--- src/rtl/wb_write_arbiter.sv ---
// Writeback arbiter: merges single-cycle ALU results with buffered long-latency results onto the
// register-file write port, and tracks outstanding long-latency destinations for ID hazard checks.
module wb_write_arbiter #(
  parameter int unsigned FIFO_DEPTH   = 2,
  parameter int unsigned STARVE_LIMIT = 4
) (
  input  logic        sys_clk,
  input  logic        sys_rst,
  input  logic        alu_valid,
  input  logic [4:0]  alu_rd,
  input  logic [31:0] alu_data,
  output logic        alu_stall,
  input  logic        mem_valid,
  input  logic [4:0]  mem_rd,
  input  logic [31:0] mem_data,
  output logic        mem_ready,
  input  logic        issue_valid,
  input  logic [4:0]  issue_rd,
  input  logic [4:0]  rs1_q,
  input  logic [4:0]  rs2_q,
  input  logic [4:0]  rd_q,
  output logic        pend_rs1,
  output logic        pend_rs2,
  output logic        pend_rd,
  output logic        RegWrite,
  output logic [4:0]  WriteRegister,
  output logic [31:0] WriteData
);

  localparam int unsigned PtrW = (FIFO_DEPTH > 1) ? $clog2(FIFO_DEPTH) : 1;
  localparam int unsigned CntW = $clog2(FIFO_DEPTH + 1);
  localparam int unsigned StW  = $clog2(STARVE_LIMIT + 1);
  localparam logic [CntW-1:0] DepthCnt  = CntW'(FIFO_DEPTH);
  localparam logic [StW-1:0]  StarveMax = StW'(STARVE_LIMIT);

  logic [4:0]      fifo_rd_q   [FIFO_DEPTH];
  logic [31:0]     fifo_data_q [FIFO_DEPTH];
  logic [PtrW-1:0] wr_ptr_q, rd_ptr_q;
  logic [CntW-1:0] count_q, count_d;
  logic [StW-1:0]  starve_q, starve_d;
  logic [31:0]     pending_q, pending_d;

  logic        fifo_nonempty;
  logic        push;
  logic        pop;
  logic        alu_win;
  logic [4:0]  head_rd;
  logic [31:0] head_data;

  assign fifo_nonempty = (count_q != '0);
  assign mem_ready     = (count_q < DepthCnt);
  assign alu_stall     = (starve_q == StarveMax) && fifo_nonempty;
  assign alu_win       = alu_valid && (alu_rd != 5'd0) && !alu_stall;
  assign pop           = fifo_nonempty && !alu_win;
  // Writes to x0 complete the handshake but never occupy a slot.
  assign push          = mem_valid && mem_ready && (mem_rd != 5'd0);
  assign head_rd       = fifo_rd_q[rd_ptr_q];
  assign head_data     = fifo_data_q[rd_ptr_q];

  assign pend_rs1 = (rs1_q != 5'd0) && pending_q[rs1_q];
  assign pend_rs2 = (rs2_q != 5'd0) && pending_q[rs2_q];
  assign pend_rd  = (rd_q  != 5'd0) && pending_q[rd_q];

  always_comb begin
    count_d = count_q;
    unique case ({push, pop})
      2'b10:   count_d = count_q + CntW'(1);
      2'b01:   count_d = count_q - CntW'(1);
      default: count_d = count_q;
    endcase
  end

  always_comb begin
    starve_d = starve_q;
    if (pop || !fifo_nonempty) begin
      starve_d = '0;
    end else if (alu_win && (starve_q != StarveMax)) begin
      starve_d = starve_q + StW'(1);
    end
  end

  // A new issue to the same rd as the retiring entry must stay pending, so set is applied last.
  always_comb begin
    pending_d = pending_q;
    if (pop) begin
      pending_d[head_rd] = 1'b0;
    end
    if (issue_valid && (issue_rd != 5'd0)) begin
      pending_d[issue_rd] = 1'b1;
    end
    pending_d[0] = 1'b0;
  end

  // Storage needs no reset: entries are only read while count_q says they are valid.
  always_ff @(posedge sys_clk) begin
    if (push) begin
      fifo_rd_q[wr_ptr_q]   <= mem_rd;
      fifo_data_q[wr_ptr_q] <= mem_data;
    end
  end

  always_ff @(posedge sys_clk or posedge sys_rst) begin
    if (sys_rst) begin
      wr_ptr_q  <= '0;
      rd_ptr_q  <= '0;
      count_q   <= '0;
      starve_q  <= '0;
      pending_q <= '0;
    end else begin
      if (push) begin
        wr_ptr_q <= wr_ptr_q + PtrW'(1);
      end
      if (pop) begin
        rd_ptr_q <= rd_ptr_q + PtrW'(1);
      end
      count_q   <= count_d;
      starve_q  <= starve_d;
      pending_q <= pending_d;
    end
  end

  always_ff @(posedge sys_clk or posedge sys_rst) begin
    if (sys_rst) begin
      RegWrite      <= 1'b0;
      WriteRegister <= 5'd0;
      WriteData     <= 32'd0;
    end else if (alu_win) begin
      RegWrite      <= 1'b1;
      WriteRegister <= alu_rd;
      WriteData     <= alu_data;
    end else if (pop) begin
      RegWrite      <= 1'b1;
      WriteRegister <= head_rd;
      WriteData     <= head_data;
    end else begin
      RegWrite      <= 1'b0;
    end
  end

endmodule

--- config.mk ---
export PLATFORM = sky130hd
export DESIGN_NAME = wb_write_arbiter
export DESIGN_NICKNAME = d
export VERILOG_FILES = /design/src/rtl/wb_write_arbiter.sv
export SDC_FILE = /design/constraint.sdc
export NUM_CORES = 1
export LEC_CHECK = 0
export BUFFER_PORTS_ARGS = -buffer_cell sky130_fd_sc_hd__buf_4
export CORE_UTILIZATION = 55
export DETAILED_ROUTE_END_ITERATION = 6
export HOLD_SLACK_MARGIN = 0.08
export PLACE_DENSITY = 0.8
export SKIP_LAST_GASP = 1
export SYNTH_ARGS = -nofsm -noshare
export SYNTH_HDL_FRONTEND = slang
export SYNTH_SLANG_ARGS = --single-unit
--- constraint.sdc ---
create_clock -name sys_clk -period 3.3 [get_ports sys_clk]
set_input_delay 0.33 -clock sys_clk [delete_from_list [all_inputs] [get_ports sys_clk]]
set_output_delay 0.33 -clock sys_clk [all_outputs]
set_load 0.005 [all_outputs]
# [Word-level counts from Yosys, hierarchy flattened]
# Memory sizes are Yosys's and may differ from the RTL's.
# Index checks and enable logic that the tools add are counted.
[totals] register_bits=76 ram_bits=74 input_bits=99 output_inout_bits=43 wordCells=80 mem_count=2
[classes] addsub=5 order_cmp=8 eq_ne=4 mux=23 bitwise=3 reduce_logical=27
[memory_table] name="fifo_data_q" depth=2 word_bits=32 rd=1 rd_clocked_by_memory_dff=0 wr=1 line="37" rtl="logic [31:0] fifo_data_q [FIFO_DEPTH];"
[memory_table] name="fifo_rd_q" depth=2 word_bits=5 rd=1 rd_clocked_by_memory_dff=0 wr=1 line="36" rtl="logic [4:0] fifo_rd_q [FIFO_DEPTH];"
[ops] cell="2-to-1 mux 32 bit" n=4
[ops] cell="bitwise AND 32 bit" n=1
[ops] cell="inverter 32 bit" n=1
[ops] cell="bitwise OR 32 bit" n=1
[ops] cell="< comparator 5 x 6 -> 1 bit, second input constant" n=5
[ops] cell="nonzero test 5 bit" n=6
[ops] cell="binary-select mux 1 bit (select 5 bit)" n=3
[ops] cell="logical AND 1 bit" n=13
[ops] cell="demux 1 bit (select 5 bit)" n=2
[ops] cell="greater-or-equal comparator 5 x 1 -> 1 bit, second input constant" n=2
[ops] cell="2-to-1 mux 5 bit" n=2
[ops] cell="2-to-1 mux 1 bit" n=9
[ops] cell="nonzero test 2 bit" n=4
[ops] cell="2-to-1 mux 3 bit" n=2
[ops] cell="case mux 2 bit (2 select lines)" n=1
[ops] cell="adder 3 x 1 -> 3 bit, second input constant" n=1
[ops] cell="equality test 3 bit, second input constant" n=1
[ops] cell="logical NOT 1 bit" n=3
[ops] cell="inequality test 3 bit, second input constant" n=1
[ops] cell="adder 1 bit, second input constant" n=2
[ops] cell="adder 2 x 1 -> 2 bit, second input constant" n=1
[ops] cell="equality test 2 x 1 -> 1 bit, second input constant" n=1
[ops] cell="equality test 2 bit, second input constant" n=1
[ops] cell="< comparator 2 bit, second input constant" n=1
[ops] cell="2 further kinds" n=2

# [Longest topological paths before layout]
# An unclocked memory read counts as a cell.
[depth] word_depth=10 mapped_depth=10 ltp_nobuf=9

# [Worst setup path before layout]
# No wires, ideal clock.
[synth_path] path_kind="reg-to-reg" startpoint="reg count_q[1]" endpoint="mem fifo_data_q[0][0] (enable)" setup_time_ns=0.431 arrival_time_ns=2.259 required_ns=2.869 path_slack_ns=0.609 path_stages_with_launch=4 path_buffers=0 period_less_slack_ns=2.691 path_cell_list="dfrtp_1 inv_1 o211ai_1 nor2_1"
[synth_via] elab_chain_len=5
[synth_rtl] element="start: declaration" line="39" rtl="logic [CntW-1:0] count_q, count_d;"
[synth_rtl] element="start signal: assignment" line="116" rtl="count_q <= count_d;"
[synth_rtl] element="< comparator 2 bit" line="51" rtl="assign mem_ready = (count_q < DepthCnt);"
[synth_rtl] element="net mem_ready" line="16" rtl="output logic mem_ready,"
[synth_rtl] element="logical AND 1 bit (2 in a row)" line="56" rtl="assign push = mem_valid && mem_ready && (mem_rd != 5'd0);"
[synth_rtl] element="2-to-1 mux 1 bit" line="96" rtl="if (push) begin"
[synth_rtl] element="2-to-1 mux 1 bit (implied by the code)" line="98" rtl="fifo_data_q[wr_ptr_q] <= mem_data;"
[synth_rtl] element="end: declaration" line="37"
# The timed path passes the listed nets, and every way through them passes these cells.

# [Worst setup path in the final report]
[layout_path] startpoint="reg pending_q[4]" endpoint="out pend_rs2"
[layout_via] elab_chain_len=3
[layout_rtl] element="start: declaration" line="41" rtl="logic [31:0] pending_q, pending_d;"
[layout_rtl] element="start signal: assignment" line="118" rtl="pending_q <= pending_d;"
[layout_rtl] element="binary-select mux 1 bit (select 5 bit)" line="61" rtl="assign pend_rs2 = (rs2_q != 5'd0) && pending_q[rs2_q];"
[layout_rtl] element="2-to-1 mux 1 bit (implied by the code)" line="61"
[layout_rtl] element="logical AND 1 bit" line="61"
[layout_rtl] element="end: declaration" line="23" rtl="output logic pend_rs2,"
# No other way between the ends. The select of a mux whose other input is x is not followed.

==> flow_summary.toml <==
[status]
status = "finished with violations"
violations = "design-rule violations"

[critical_path]
required_ps = 2970
r2r_setup_slack_ps = 880
start_kind = "register"
ff2ff_path_depth = 10
cp_data_arrival_time_ps = 2370
crit_path_end_kind = "output port"
crit_type = "reg -> out"
r2r-end = "count_q[1]$_DFFE_PP0P_"
crit_path_max_fanout = 4
timing.rr.start = "starve_q[0]$_DFFE_PP0P_"

[routing]
first_pass_iters = 7
ant_nets = 0
finalWirelength_mm = 17.67
routedWlPerCell_um = 19.26
drtIter0Drc = 394
avgViaCountPerCell = 6.055
vias = 5552
drc = 4

[pwr]
power.density_nw_per_um2 = 800.9
finalPower_mw = 7.069
pwr-share-clk_pct = 25.4
power.internal_mw = 4.586
ir_worst_vdd_uv = 588.9
comb_power_share_pct = 33.0
p_leak_nw = 3.662
switching_share_pct = 35.12
p_sw_mw = 2.482
p_seq_share_pct = 41.7

[synthesis]
synth_edf_count = 74
synthSimpleGateAreaFrac_pct = 10.20
synth_xor_area_share_pct = 0.7389
postSynthAreaPerCell_um2 = 11.79
ys.flop_type = "dfrtp_1"
synth_compound_area_share_pct = 15.43
synthAdderAreaFrac_pct = 0.5278
synth_area_um2 = 7112
ys_warn_count = 0
syn_nets = 705
ys_ff_latch = 150
ys_seq_area_share_pct = 57.99
synthArstFlopShare_pct = 50.67
synth_top_family_by_area = "compound AO/OA/AOI/OAI gates"
muxShareOfSynthArea_pct = 11.72
synth_cells = 603
ys_types = 51

[clock_tree]
clk_pin_slew_ps = 60
cts_tree = "yes"
cts-resized-gates = 0
clock_latency_ps = 410
cts_max_path_buffers = 2
post-cts-setup-buffer-count = 0
cts_buffers = 17
clock_sinks = 150
cts-root-buf = "clkbuf_16"
ctsHoldBuffers = 0
htree_num_levels = 4

[placement]
finalWeightedCongestion = 0.8306
io_buffer_count = 141
hpwl_mm = 12.15

[sta]
slew_viol_final = 0
setup_viol = 0
final-hold-violation-count = 0
post-route-min-period_ps = 2704
clock-skew-final_ps = 5.001
fin_crit_sh_pct = 81.95
tightestPinTransition_ps = 1116
slew_headroom_pct = 25.43
max_freq_mhz = 369.8
rsz0062_at_grt = "false"
finalSetupTns_ps = 0

[die]
initial_core_util_pct = 56.36
core.rowCount = 41
die_area_um2 = 13390
core-area_um2 = 12620
ios = 142
die_h_um = 115.7
die_w_um = 115.7

[worst_hold_path]
min_to = "fifo_data_q[1][7]$_DFFE_PP_"
min_path_cells = 1
worst_hold_startpoint = "mem_data[7]"
worstHoldPathType = "in -> reg"

[global_routing]
grt_pass1_wl_mm = 27.97
grt.overflow.total = 0
grt_pass1_vias = 5580
antenna_found_initial = 0
grt_use_total_pct = 27.86
grt_max_degree = 77

[finish]
drive_above_1_share_pct = 28.19
fin_nets = 834
num_antenna_cells = 0
area_growth_syn_to_layout_pct = 24.10

[job]
max-cap-violations = 0
## layer usage
layer / part of all wire [%] / up-vias / GRT usage [%]
li1: - / 2553 / -
met1: 39 / 2744 / 33.90
met2: 51 / 228 / 47.31
met3: 7.2 / 27 / 7.113
met4: 1.9 / 0 / 12.05
met5: 0 / - / 0
## layout make-up
type	instances	area, um^2
fillers	932	3794
inverters	14	52.55
flip-flops and latches	150	4125
repair buffers	148	1111
clock buffers	18	439.2
well taps	172	215.2
multi-input cells	401	2769
clock inverters	14	113.9
## metrics by stage
| stage | instance area (um^2) | setup slack [ps] | util [%] | hold slack [ps] | cells |
|---|---|---|---|---|---|
| floorplan | 7112 | 609.3 | - | 428.9 | 603 |
| global placement | 8273 | 975.1 | 65.56 | 442.3 | 885 |
| detailed placement | 8273 | 890.6 | 65.56 | 454.2 | 885 |
| CTS | 8826 | 664.4 | 69.94 | 85.53 | 917 |
| global route | 8826 | 523.8 | 69.94 | 81.76 | 917 |
| finish | 8826 | 595.6 | 69.94 | 97.35 | 917 |
## power groups by stage
| stage | Sequential, mW | Clock (mW) | Combinational (mW) |
|---|---|---|---|
| after global routing | 3.01 | 1.88 | 2.57 |
| after detailed placement | 2.96 | 0 | 2.30 |
| after CTS | 2.94 | 1.80 | 2.33 |
| after global placement | 2.93 | 0 | 2.24 |
| after floorplan | 2.84 | 0 | 1.53 |
| final | 2.94 | 1.79 | 2.33 |
## Yosys cell counts, types with 2 or more instances
library cell | n | area share, %
dfrtp_1 | 76 | 27
edfxtp_1 | 74 | 31
o21ai_0 | 66 | 4.6
mux2i_1 | 54 | 7.6
nand2_1 | 47 | 2.5
nor2_1 | 47 | 2.5
a21oi_1 | 35 | 2.5
clkbuf_1 | 25 | 1.3
o41ai_1 | 19 | 2.3
inv_1 | 14 | 0.74
mux2_2 | 14 | 2.2
nor2b_1 | 10 | 0.88
nand3_1 | 8 | 0.56
o31ai_1 | 8 | 0.84
buf_2 | 7 | 0.49
a2111oi_0 | 6 | 0.74
mux4_2 | 6 | 1.9
buf_6 | 5 | 0.79
nand2b_1 | 5 | 0.44
nand3b_1 | 5 | 0.53
nor3b_1 | 5 | 0.53
xnor2_1 | 5 | 0.62
a311oi_1 | 4 | 0.49
a31oi_1 | 4 | 0.35
a32oi_1 | 4 | 0.49
a221o_1 | 3 | 0.42
a221oi_1 | 3 | 0.37
a22o_1 | 3 | 0.37
ha_1 | 3 | 0.53
nor4_1 | 3 | 0.26
nor4bb_1 | 3 | 0.42
o221ai_1 | 3 | 0.37
o22ai_1 | 3 | 0.26
o311ai_0 | 3 | 0.37
or3_1 | 3 | 0.26
a21o_1 | 2 | 0.21
and3b_1 | 2 | 0.25
nand4_1 | 2 | 0.18
o211ai_1 | 2 | 0.21
## sequential cells by signal (all words and copies together) (netlist names), 2 cells and up
signal and count:
fifo_rd_q 10, starve_q 3, fifo_data_q 64, WriteRegister 5
WriteData 32, count_q 2, pending_q 31
## worst max-delay path: stages, from the launching register on
cell and delay [ps]:
dfrtp_1 400, nor4bb_1 250, a311oi_1 80, a2111oi_0 900, a221o_1 220, buf_4 110
## layout by cell type, fill, tap and decap left out, types with 4 or more instances in the layout
master / count
nand2_1: 47
edfxtp_1: 74
a31oi_1: 4
nor3b_1: 5
a21oi_1: 35
nand2b_1: 5
mux2i_1: 54
a32oi_1: 4
nand3_1: 8
clkbuf_16: 17
nor2_1: 44
mux2_2: 14
o21ai_0: 66
dfrtp_1: 75
nand3b_1: 5
o41ai_1: 19
inv_1: 13
nor2b_1: 10
a2111oi_0: 6
buf_4: 148
o31ai_1: 8
mux4_2: 6
inv_6: 5
a311oi_1: 4
xnor2_1: 5
## kinds of logic after synthesis
| group | Yosys count |
|---|---|
| AO/OA/AOI/OAI | 171 |
| XOR/XNOR | 6 |
| adder cells (fa/ha/maj) | 3 |
| buffers and inverters | 52 |
| flip-flops | 150 |
| multiplexers | 74 |
| AND/OR/NAND/NOR | 147 |
## worst max path at each step
stage / startpoint / end
finish: pending_q[4]$_DFF_PP0_ / pend_rs2
global placement: rs2_q[0] / pend_rs2
detailed placement: rs2_q[0] / pend_rs2
floorplan: count_q[1]$_DFFE_PP0P_ / fifo_data_q[0][0]$_DFFE_PP_
CTS: pending_q[3]$_DFF_PP0_ / pend_rs2
global route: pending_q[4]$_DFF_PP0_ / pend_rs2
Power figures use the tool's default switching activity.
